$ cat src/rtl/riscv_pkg.sv
// Shared core-wide types and defaults for the barrel-processed RISC-V core.
package riscv_pkg;
  localparam int NUM_THREADS     = 16;
  localparam int THREAD_ID_WIDTH = $clog2(NUM_THREADS);
  localparam int PC_WIDTH        = 12;
  localparam int ADDR_WIDTH      = PC_WIDTH - 2;

  typedef logic [THREAD_ID_WIDTH-1:0] thread_id_t;
  typedef logic [PC_WIDTH-1:0]        pc_t;

  // Instructions are word aligned; the two low PC bits are always zero.
  function automatic pc_t align_pc(input pc_t pc);
    return {pc[PC_WIDTH-1:2], 2'b00};
  endfunction
endpackage

$ cat src/rtl/riscv_thread_pc_file.sv
// Per-thread PC registers: one async read port, an increment write port and a
// redirect write port that overrides the increment when both hit one thread.
module riscv_thread_pc_file import riscv_pkg::*; #(
  parameter int                  NUM_THREADS  = riscv_pkg::NUM_THREADS,
  parameter int                  PC_WIDTH     = riscv_pkg::PC_WIDTH,
  parameter logic [PC_WIDTH-1:0] STARTUP_ADDR = '0,
  localparam int                 TID_W        = $clog2(NUM_THREADS)
) (
  input  logic                clk,
  input  logic                reset,
  input  logic [TID_W-1:0]    rd_tid_i,
  output logic [PC_WIDTH-1:0] rd_pc_o,
  input  logic                inc_en_i,
  input  logic [TID_W-1:0]    inc_tid_i,
  input  logic                upd_en_i,
  input  logic [TID_W-1:0]    upd_tid_i,
  input  logic [PC_WIDTH-1:0] upd_pc_i
);
  localparam logic [PC_WIDTH-1:0] RST_PC = {STARTUP_ADDR[PC_WIDTH-1:2], 2'b00};

  logic [NUM_THREADS-1:0][PC_WIDTH-1:0] pc_q, pc_d;

  assign rd_pc_o = pc_q[rd_tid_i];

  always_comb begin
    pc_d = pc_q;
    if (inc_en_i) pc_d[inc_tid_i] = pc_q[inc_tid_i] + PC_WIDTH'(4);
    // Later assignment wins: a redirect beats an increment to the same thread.
    if (upd_en_i) pc_d[upd_tid_i] = {upd_pc_i[PC_WIDTH-1:2], 2'b00};
  end

  always_ff @(posedge clk or posedge reset) begin
    if (reset) begin
      for (int t = 0; t < NUM_THREADS; t++) pc_q[t] <= RST_PC;
    end else begin
      pc_q <= pc_d;
    end
  end
endmodule

$ cat src/rtl/riscv_thread_fetch.sv
// Round-robin fetch stage: one thread per cycle drives the instruction BRAM,
// with thread/PC metadata delayed to line up with BRAM read data.
module riscv_thread_fetch import riscv_pkg::*; #(
  parameter int                  NUM_THREADS  = riscv_pkg::NUM_THREADS,
  parameter int                  PC_WIDTH     = riscv_pkg::PC_WIDTH,
  parameter int                  ADDR_WIDTH   = PC_WIDTH - 2,
  parameter logic [PC_WIDTH-1:0] STARTUP_ADDR = '0,
  localparam int                 TID_W        = $clog2(NUM_THREADS)
) (
  input  logic                   clk,
  input  logic                   reset,
  input  logic                   stall,
  input  logic [NUM_THREADS-1:0] thread_en,
  input  logic                   upd_valid,
  input  logic [TID_W-1:0]       upd_tid,
  input  logic [PC_WIDTH-1:0]    upd_pc,
  output logic                   imem_en,
  output logic [ADDR_WIDTH-1:0]  imem_addr,
  output logic                   if_valid,
  output logic [TID_W-1:0]       if_tid,
  output logic [PC_WIDTH-1:0]    if_pc
);
  logic [TID_W-1:0]      cnt_q, cnt_d;
  logic                  imem_en_q, imem_en_d;
  logic [ADDR_WIDTH-1:0] imem_addr_q, imem_addr_d;
  logic [TID_W-1:0]      s1_tid_q, s1_tid_d;
  logic [PC_WIDTH-1:0]   s1_pc_q, s1_pc_d;
  logic                  if_valid_q, if_valid_d;
  logic [TID_W-1:0]      if_tid_q, if_tid_d;
  logic [PC_WIDTH-1:0]   if_pc_q, if_pc_d;
  logic [PC_WIDTH-1:0]   rd_pc;
  logic                  issue;

  assign issue = !stall && thread_en[cnt_q];

  riscv_thread_pc_file #(
    .NUM_THREADS (NUM_THREADS),
    .PC_WIDTH    (PC_WIDTH),
    .STARTUP_ADDR(STARTUP_ADDR)
  ) u_pc_file (
    .clk      (clk),
    .reset    (reset),
    .rd_tid_i (cnt_q),
    .rd_pc_o  (rd_pc),
    .inc_en_i (issue),
    .inc_tid_i(cnt_q),
    .upd_en_i (upd_valid),
    .upd_tid_i(upd_tid),
    .upd_pc_i (upd_pc)
  );

  always_comb begin
    cnt_d       = cnt_q;
    imem_en_d   = issue;
    imem_addr_d = imem_addr_q;
    s1_tid_d    = s1_tid_q;
    s1_pc_d     = s1_pc_q;
    if_valid_d  = if_valid_q;
    if_tid_d    = if_tid_q;
    if_pc_d     = if_pc_q;
    if (!stall) begin
      // Power-of-two thread count: natural overflow is the round-robin wrap.
      cnt_d      = cnt_q + TID_W'(1);
      s1_tid_d   = cnt_q;
      s1_pc_d    = rd_pc;
      if_valid_d = imem_en_q;
      if_tid_d   = s1_tid_q;
      if_pc_d    = s1_pc_q;
      if (issue) imem_addr_d = rd_pc[ADDR_WIDTH+1:2];
    end
  end

  always_ff @(posedge clk or posedge reset) begin
    if (reset) begin
      cnt_q       <= '0;
      imem_en_q   <= 1'b0;
      imem_addr_q <= '0;
      s1_tid_q    <= '0;
      s1_pc_q     <= '0;
      if_valid_q  <= 1'b0;
      if_tid_q    <= '0;
      if_pc_q     <= '0;
    end else begin
      cnt_q       <= cnt_d;
      imem_en_q   <= imem_en_d;
      imem_addr_q <= imem_addr_d;
      s1_tid_q    <= s1_tid_d;
      s1_pc_q     <= s1_pc_d;
      if_valid_q  <= if_valid_d;
      if_tid_q    <= if_tid_d;
      if_pc_q     <= if_pc_d;
    end
  end

  assign imem_en   = imem_en_q;
  assign imem_addr = imem_addr_q;
  assign if_valid  = if_valid_q;
  assign if_tid    = if_tid_q;
  assign if_pc     = if_pc_q;
endmodule

$ cat config.mk
export PLATFORM = sky130hd
export DESIGN_NAME = riscv_thread_fetch
export DESIGN_NICKNAME = d
export VERILOG_FILES = /design/src/rtl/riscv_pkg.sv /design/src/rtl/riscv_thread_pc_file.sv /design/src/rtl/riscv_thread_fetch.sv
export SDC_FILE = /design/constraint.sdc
export NUM_CORES = 1
export LEC_CHECK = 0
export ABC_CLOCK_PERIOD_IN_PS = 14800
export CORE_MARGIN = 5
export CORE_UTILIZATION = 39
export DETAILED_ROUTE_END_ITERATION = 16
export HOLD_SLACK_MARGIN = 0.05
export REMOVE_ABC_BUFFERS = 1
export SLEW_MARGIN = 30
export SYNTH_ARGS = -nofsm -noshare
export SYNTH_HDL_FRONTEND = slang
export SYNTH_SLANG_ARGS = --single-unit
$ cat constraint.sdc
create_clock -name clk -period 14.8 [get_ports clk]
set_clock_uncertainty 0.1 [all_clocks]
set_input_delay 4.44 -clock clk [delete_from_list [all_inputs] [get_ports clk]]
set_output_delay 4.44 -clock clk [all_outputs]
set_load 0.02 [all_outputs]
==> flow_metrics.tcl, run 1 <==
set metrics [dict create \
    cap_violations 0 \
    h-tree-depth 1 \
    multi_input_area_um2 6048 \
    pin_count 64 \
    fin_crit_ps 6748 \
    async_flop_share 1.000 \
    die_width_um 189.9 \
    final_cell_mix "238 x dfrtp_1, 120 x o21ai_0, 112 x a21oi_1, 103 x nand2_1, 97 x and3_1" \
    first_global_vias 9493 \
    post_synth.cell_area_avg_um2 10.94 \
    cp-start-kind "input pin" \
    start_util 0.3978 \
    die_h_um 189.9 \
    synth.top_cells.by_area "dfrtp_1 48%, mux4_2 7.0%, mux2i_1 6.3%, and3_1 4.8%, o21ai_0 4.8%" \
    cts.path.max_buffers 3 \
    antenna_found_initial 1 \
    ys_seq_area_frac 0.4760 \
    r2r_cells 11 \
    worstPathArrival_ps 7020 \
    syn_inst 1153 \
    cts_buffers 27 \
    worstSetupPathType "in2reg" \
    setup_viol 0 \
    outcome "finished clean" \
    placed_cells 1541 \
    via_per_inst 5.953 \
    setup_tns_ps 0 \
    syn_to_final_growth_pct 13.10 \
    drt_pass1_iterations 8 \
    finalMaxSlewViolations 0 \
    clock.fmax_mhz 148.2 \
    drive_gt1_frac 0.1574 \
    relSlewSlack 0.3458 \
    whs_path_depth 2 \
    overflow 0 \
    rrSetupSlack_ps 10070 \
    ys_warn_count 0 \
    ctsResizeCount 0 \
    clock_latency_ps 540 \
    p_leak_nw 6.691 \
    powerDensity_nw_per_um2 220.6 \
    finalHoldViolations 0 \
    synth_top_flop_cell "dfrtp_1" \
    ys_ff_latch 240 \
    final_common_cell "dfrtp_1" \
    fillers 2943 \
    n_antenna_cell 0 \
    row_count 65 \
    wl_per_cell_um 23.99 \
    ir_drop_mv 0.1191 \
    grt_pass1_wl_um 58740 \
    finalNetCount 1209 \
    ys_types 51 \
    placed_area_um2 13350 \
    grt_max_degree 104 \
    hp-class "reg2reg" \
    dp_hpwl_um 23900 \
    post_cts_buffers 0 \
    cts_sinks 240 \
    clk_transition_reported_paths_ps 60 \
    postCtsHoldBufs 0 \
    synth_edf_count 0 \
    layout.cells.non_filler 1590 \
    vias 9465 \
    coreArea_um2 31720 \
    worstPathRequired_ps 15070 \
    yosys.area.top_type "dfrtp_1" \
    ant_nets 0 \
    tritoncts "done" \
    drt_wl_total_um 38150 \
    drc_errors 0 \
    critPathMaxFanout 44 \
    gr-usage-all-layers 0.2093 \
    fin_crit_sh 0.4560 \
    tightest_slew_ps 976.5 \
    syn_area_um2 12620 \
    end_kind "register" \
    gp_congestion 0.8730 \
    holdWs_ps 385.9 \
    rsz0062_at_grt "no" \
    io_buffers 61 \
    design.die.area_um2 36040 \
    clockRootBuffer "clkbuf_16" \
    register_area_um2 6011 \
    drtIter0Drc 1108 \
    yosysTopAreaCellShare 0.4760 \
    design_area_um2 14270 \
]
-- state kept, by name, summed over array words and instances, names as in the netlist --
| register | count |
|---|---|
| u_pc_file.pc_q | 192 |
| if_pc | 12 |
| s1_pc_q | 12 |
| imem_addr | 10 |
| cnt_q | 4 |
| if_tid | 4 |
| s1_tid_q | 4 |
| if_valid | 1 |
| imem_en | 1 |
-- cells by family (layout without fill, tap and decap cells) --
family | count (synthesis) | after routing | share of synthesized area
compound gates | 293 | 293 | 0.1242
xor+xnor | 11 | 11 | 0.01270
fa+ha+maj | 5 | 5 | 0.004959
buf+inv | 102 | 137 | 0.04830
flops | 240 | 240 | 0.4760
mux | 177 | 177 | 0.2063
simple gates | 325 | 325 | 0.1275
-- path summary, 6_finish.rpt --
check | startpoint | end
max reg2reg | cnt_q[0] | u_pc_file.pc_q[154]
min reg2reg | s1_tid_q[0] | s1_tid_q[0]
min | s1_tid_q[0] | s1_tid_q[0]
max in group asynchronous | reset | u_pc_file.pc_q[178]
max | stall | u_pc_file.pc_q[21]
min in group asynchronous | reset | if_pc[2]
-- metal layers --
metal	GRT usage	vias up	part of all wire
li1	-	4208	-
met1	0.3050	4662	0.43
met2	0.3199	510	0.46
met3	0.03817	83	0.091
met4	0.06427	2	0.027
met5	0	-	0.00024
-- critical path, cell delays in order --
cell and delay, ps:
buf_2 100, buf_4 280, nor2b_1 760, nand2_1 740
and3_1 440, a21oi_1 110, o21ai_0 110
-- final cells by class --
class	instances	share of cell area
Multi-Input combinational cell	811	0.4239
Sequential cell	240	0.4213
Timing Repair Buffer	83	0.05454
Clock buffer	34	0.05270
Tap cell	402	0.03525
Clock inverter	15	0.01052
Inverter	5	0.001841
-- report_power, final --
group / switching [mW] / internal (mW)
Clock: 0.276 / 0.409
Sequential: 0.154 / 0.912
Combinational: 0.818 / 0.577
Total: 1.25 / 1.90
-- Yosys cell counts, types with 3 or more instances --
master	instances
a21oi_1	112
a22oi_1	14
and2_1	5
and3_1	97
buf_1	11
buf_2	23
buf_4	9
buf_6	10
buf_8	4
clkbuf_1	35
dfrtp_1	240
ha_1	5
inv_1	4
mux2_1	4
mux2_2	36
mux2i_1	80
mux4_1	18
mux4_2	39
nand2_1	103
nand2_2	6
nand2b_1	3
nand3_1	24
nor2_1	64
nor2b_1	7
nor3_1	4
o21ai_0	120
o21ai_1	34
o21ai_2	10
xnor2_2	5
-- stage by stage --
| stage | total power [mW] | utilization | setup WS, ps |
|---|---|---|---|
| after CTS | 3.138 | 0.4493 | 8180 |
| after detailed placement | 2.444 | 0.4208 | 7636 |
| final | 3.148 | 0.4499 | 8052 |
| after global routing | 3.322 | 0.4499 | 8002 |
| after global placement | 2.407 | 0.4204 | 7627 |
| after floorplan | 1.962 | - | 3672 |
(Power assumes the default switching activity.)
==> run 2, diff against run 1 <==
ABC_CLOCK_PERIOD_IN_PS = 6850   (was 14800)
clock period = 6.85 ns   (was 14.8 ns; I/O delays follow)
==> run 2 against run 1 <==
Compared with the run above: sequential share of layout area is 0.15 points higher; die area stayed put; total power is 110% higher; critical endpoint is now u_pc_file.pc_q[176]; register-to-register slack worse by 7500 ps; sequential cell count stayed put.
==> flow_metrics.tcl, run 2 (same netlist as run 1, synthesis figures left out) <==
set metrics [dict create \
    layout.cells.non_filler 1588 \
    rsz0062_at_grt "no" \
    ir_drop_mv 0.2402 \
    finalNetCount 1210 \
    tightest_slew_ps 1032 \
    placed_cells 1542 \
    wl_per_cell_um 23.89 \
    worstPathArrival_ps 4610 \
    design.die.area_um2 36040 \
    worstPathRequired_ps 7200 \
    cts_buffers 26 \
    r2r-start "cnt_q[2]" \
    clk_transition_reported_paths_ps 60 \
    p_int_mw 4.038 \
    grt_pass1_wl_um 58890 \
    clockRootBuffer "clkbuf_16" \
    via_per_inst 6.014 \
    finalMaxSlewViolations 0 \
    postCtsHoldBufs 0 \
    fin_crit_sh 0.6215 \
    antenna_found_initial 0 \
    overflow 0 \
    drive_gt1_frac 0.1535 \
    die_width_um 189.9 \
    vias 9550 \
    final_cell_mix "238 x dfrtp_1, 120 x o21ai_0, 112 x a21oi_1, 103 x nand2_1, 97 x and3_1" \
    syn_to_final_growth_pct 12.70 \
    ant_nets 0 \
    io_buffers 61 \
    coreArea_um2 31720 \
    clock_latency_ps 550 \
    p_switching_mw 2.698 \
    crit_start "cnt_q[2]" \
    drt_pass1_iterations 5 \
    dp_hpwl_um 23940 \
    ctsResizeCount 0 \
    n_antenna_cell 0 \
    end_kind "register" \
    h-tree-depth 1 \
    die_h_um 189.9 \
    drt_wl_total_um 37930 \
    regMostFlops "u_pc_file.pc_q" \
    holdWs_ps 385.0 \
    grt_max_degree 129 \
    drc_errors 0 \
    outcome "finished clean" \
    cap_violations 0 \
    tritoncts "done" \
    holdCritStartpoint "imem_addr[0]" \
    post_cts_buffers 0 \
    setup_tns_ps 0 \
    clock.fmax_mhz 234.9 \
    seqPwrFrac 0.350 \
    cts_sinks 240 \
    finalHoldViolations 0 \
    drtIter0Drc 1040 \
    relSlewSlack 0.3105 \
    final_common_cell "dfrtp_1" \
    row_count 65 \
    power_frac_comb 0.443 \
    fin_crit_ps 4257 \
    worstSetupPathType "reg2reg" \
    cp-start-kind "register" \
    first_global_vias 9615 \
    clockPowerShare 0.207 \
    powerDensity_nw_per_um2 473.8 \
    start_util 0.3978 \
    pin_count 64 \
    setup_viol 0 \
    gr-usage-all-layers 0.2092 \
    swShare 0.4006 \
    hp-class "reg2reg" \
    largest_register_ffs 192 \
    p_leak_nw 6.663 \
    cts.path.max_buffers 3 \
    critPathMaxFanout 16 \
    gp_congestion 0.8614 \
]
## run 2: final timing paths
kind                            slack, ps  cells after the start                  end
worst max-delay path                 2590                     10  u_pc_file.pc_q[176]
worst min-delay path                  390                      2         imem_addr[0]
worst max register to register       2590                     10  u_pc_file.pc_q[176]
worst min register to register        390                      2         imem_addr[0]
max in group asynchronous            3610                      3  u_pc_file.pc_q[103]
min in group asynchronous            1930                      2             if_pc[8]
## run 2: metrics by stage
step | instance area [um2] | util | setup slack [ps] | total power, mW
after CTS | 14180 | 0.4471 | 2576 | 6.683
after detailed placement | 13350 | 0.4208 | 2179 | 5.271
after floorplan | 12030 | - | -1893 | 4.238
final | 14220 | 0.4483 | 2593 | 6.736
after global placement | 13340 | 0.4206 | 2198 | 5.218
after global routing | 14220 | 0.4483 | 2353 | 7.100
## run 2: power groups by stage
stage | clock network [mW] | logic, mW | registers, mW
3_5_place_dp | 0 | 2.90 | 2.37
6_report | 1.40 | 2.98 | 2.36
5_1_grt | 1.47 | 3.20 | 2.43
4_1_cts | 1.42 | 2.91 | 2.35
2_1_floorplan | 0 | 1.88 | 2.36
3_3_place_gp | 0 | 2.86 | 2.36
## run 2: layout make-up
class,count,area (um2)
Fill cell,2924,17500
Sequential cell,240,6011
Inverter,5,31.28
Tap cell,402,503.0
Clock inverter,10,78.83
Timing Repair Buffer,85,789.5
Clock buffer,35,755.7
Multi-Input combinational cell,811,6050
## run 2: worst max-delay path, stage by stage (launching register included)
cell and delay [ps]:
dfrtp_1 840, nor2b_1 900, a221oi_4 270, buf_6 230, inv_2 80, ha_1 240, a21boi_0 290, nand4_1 190
xnor2_2 660, mux2i_1 170, o21ai_0 180
## run 2: per-layer routing
| metal | track usage | share of wire |
|---|---|---|
| met1 | 0.3019 | 0.44 |
| met2 | 0.3252 | 0.46 |
| met3 | 0.03486 | 0.076 |
| met4 | 0.06539 | 0.029 |
| met5 | 0 | 0 |
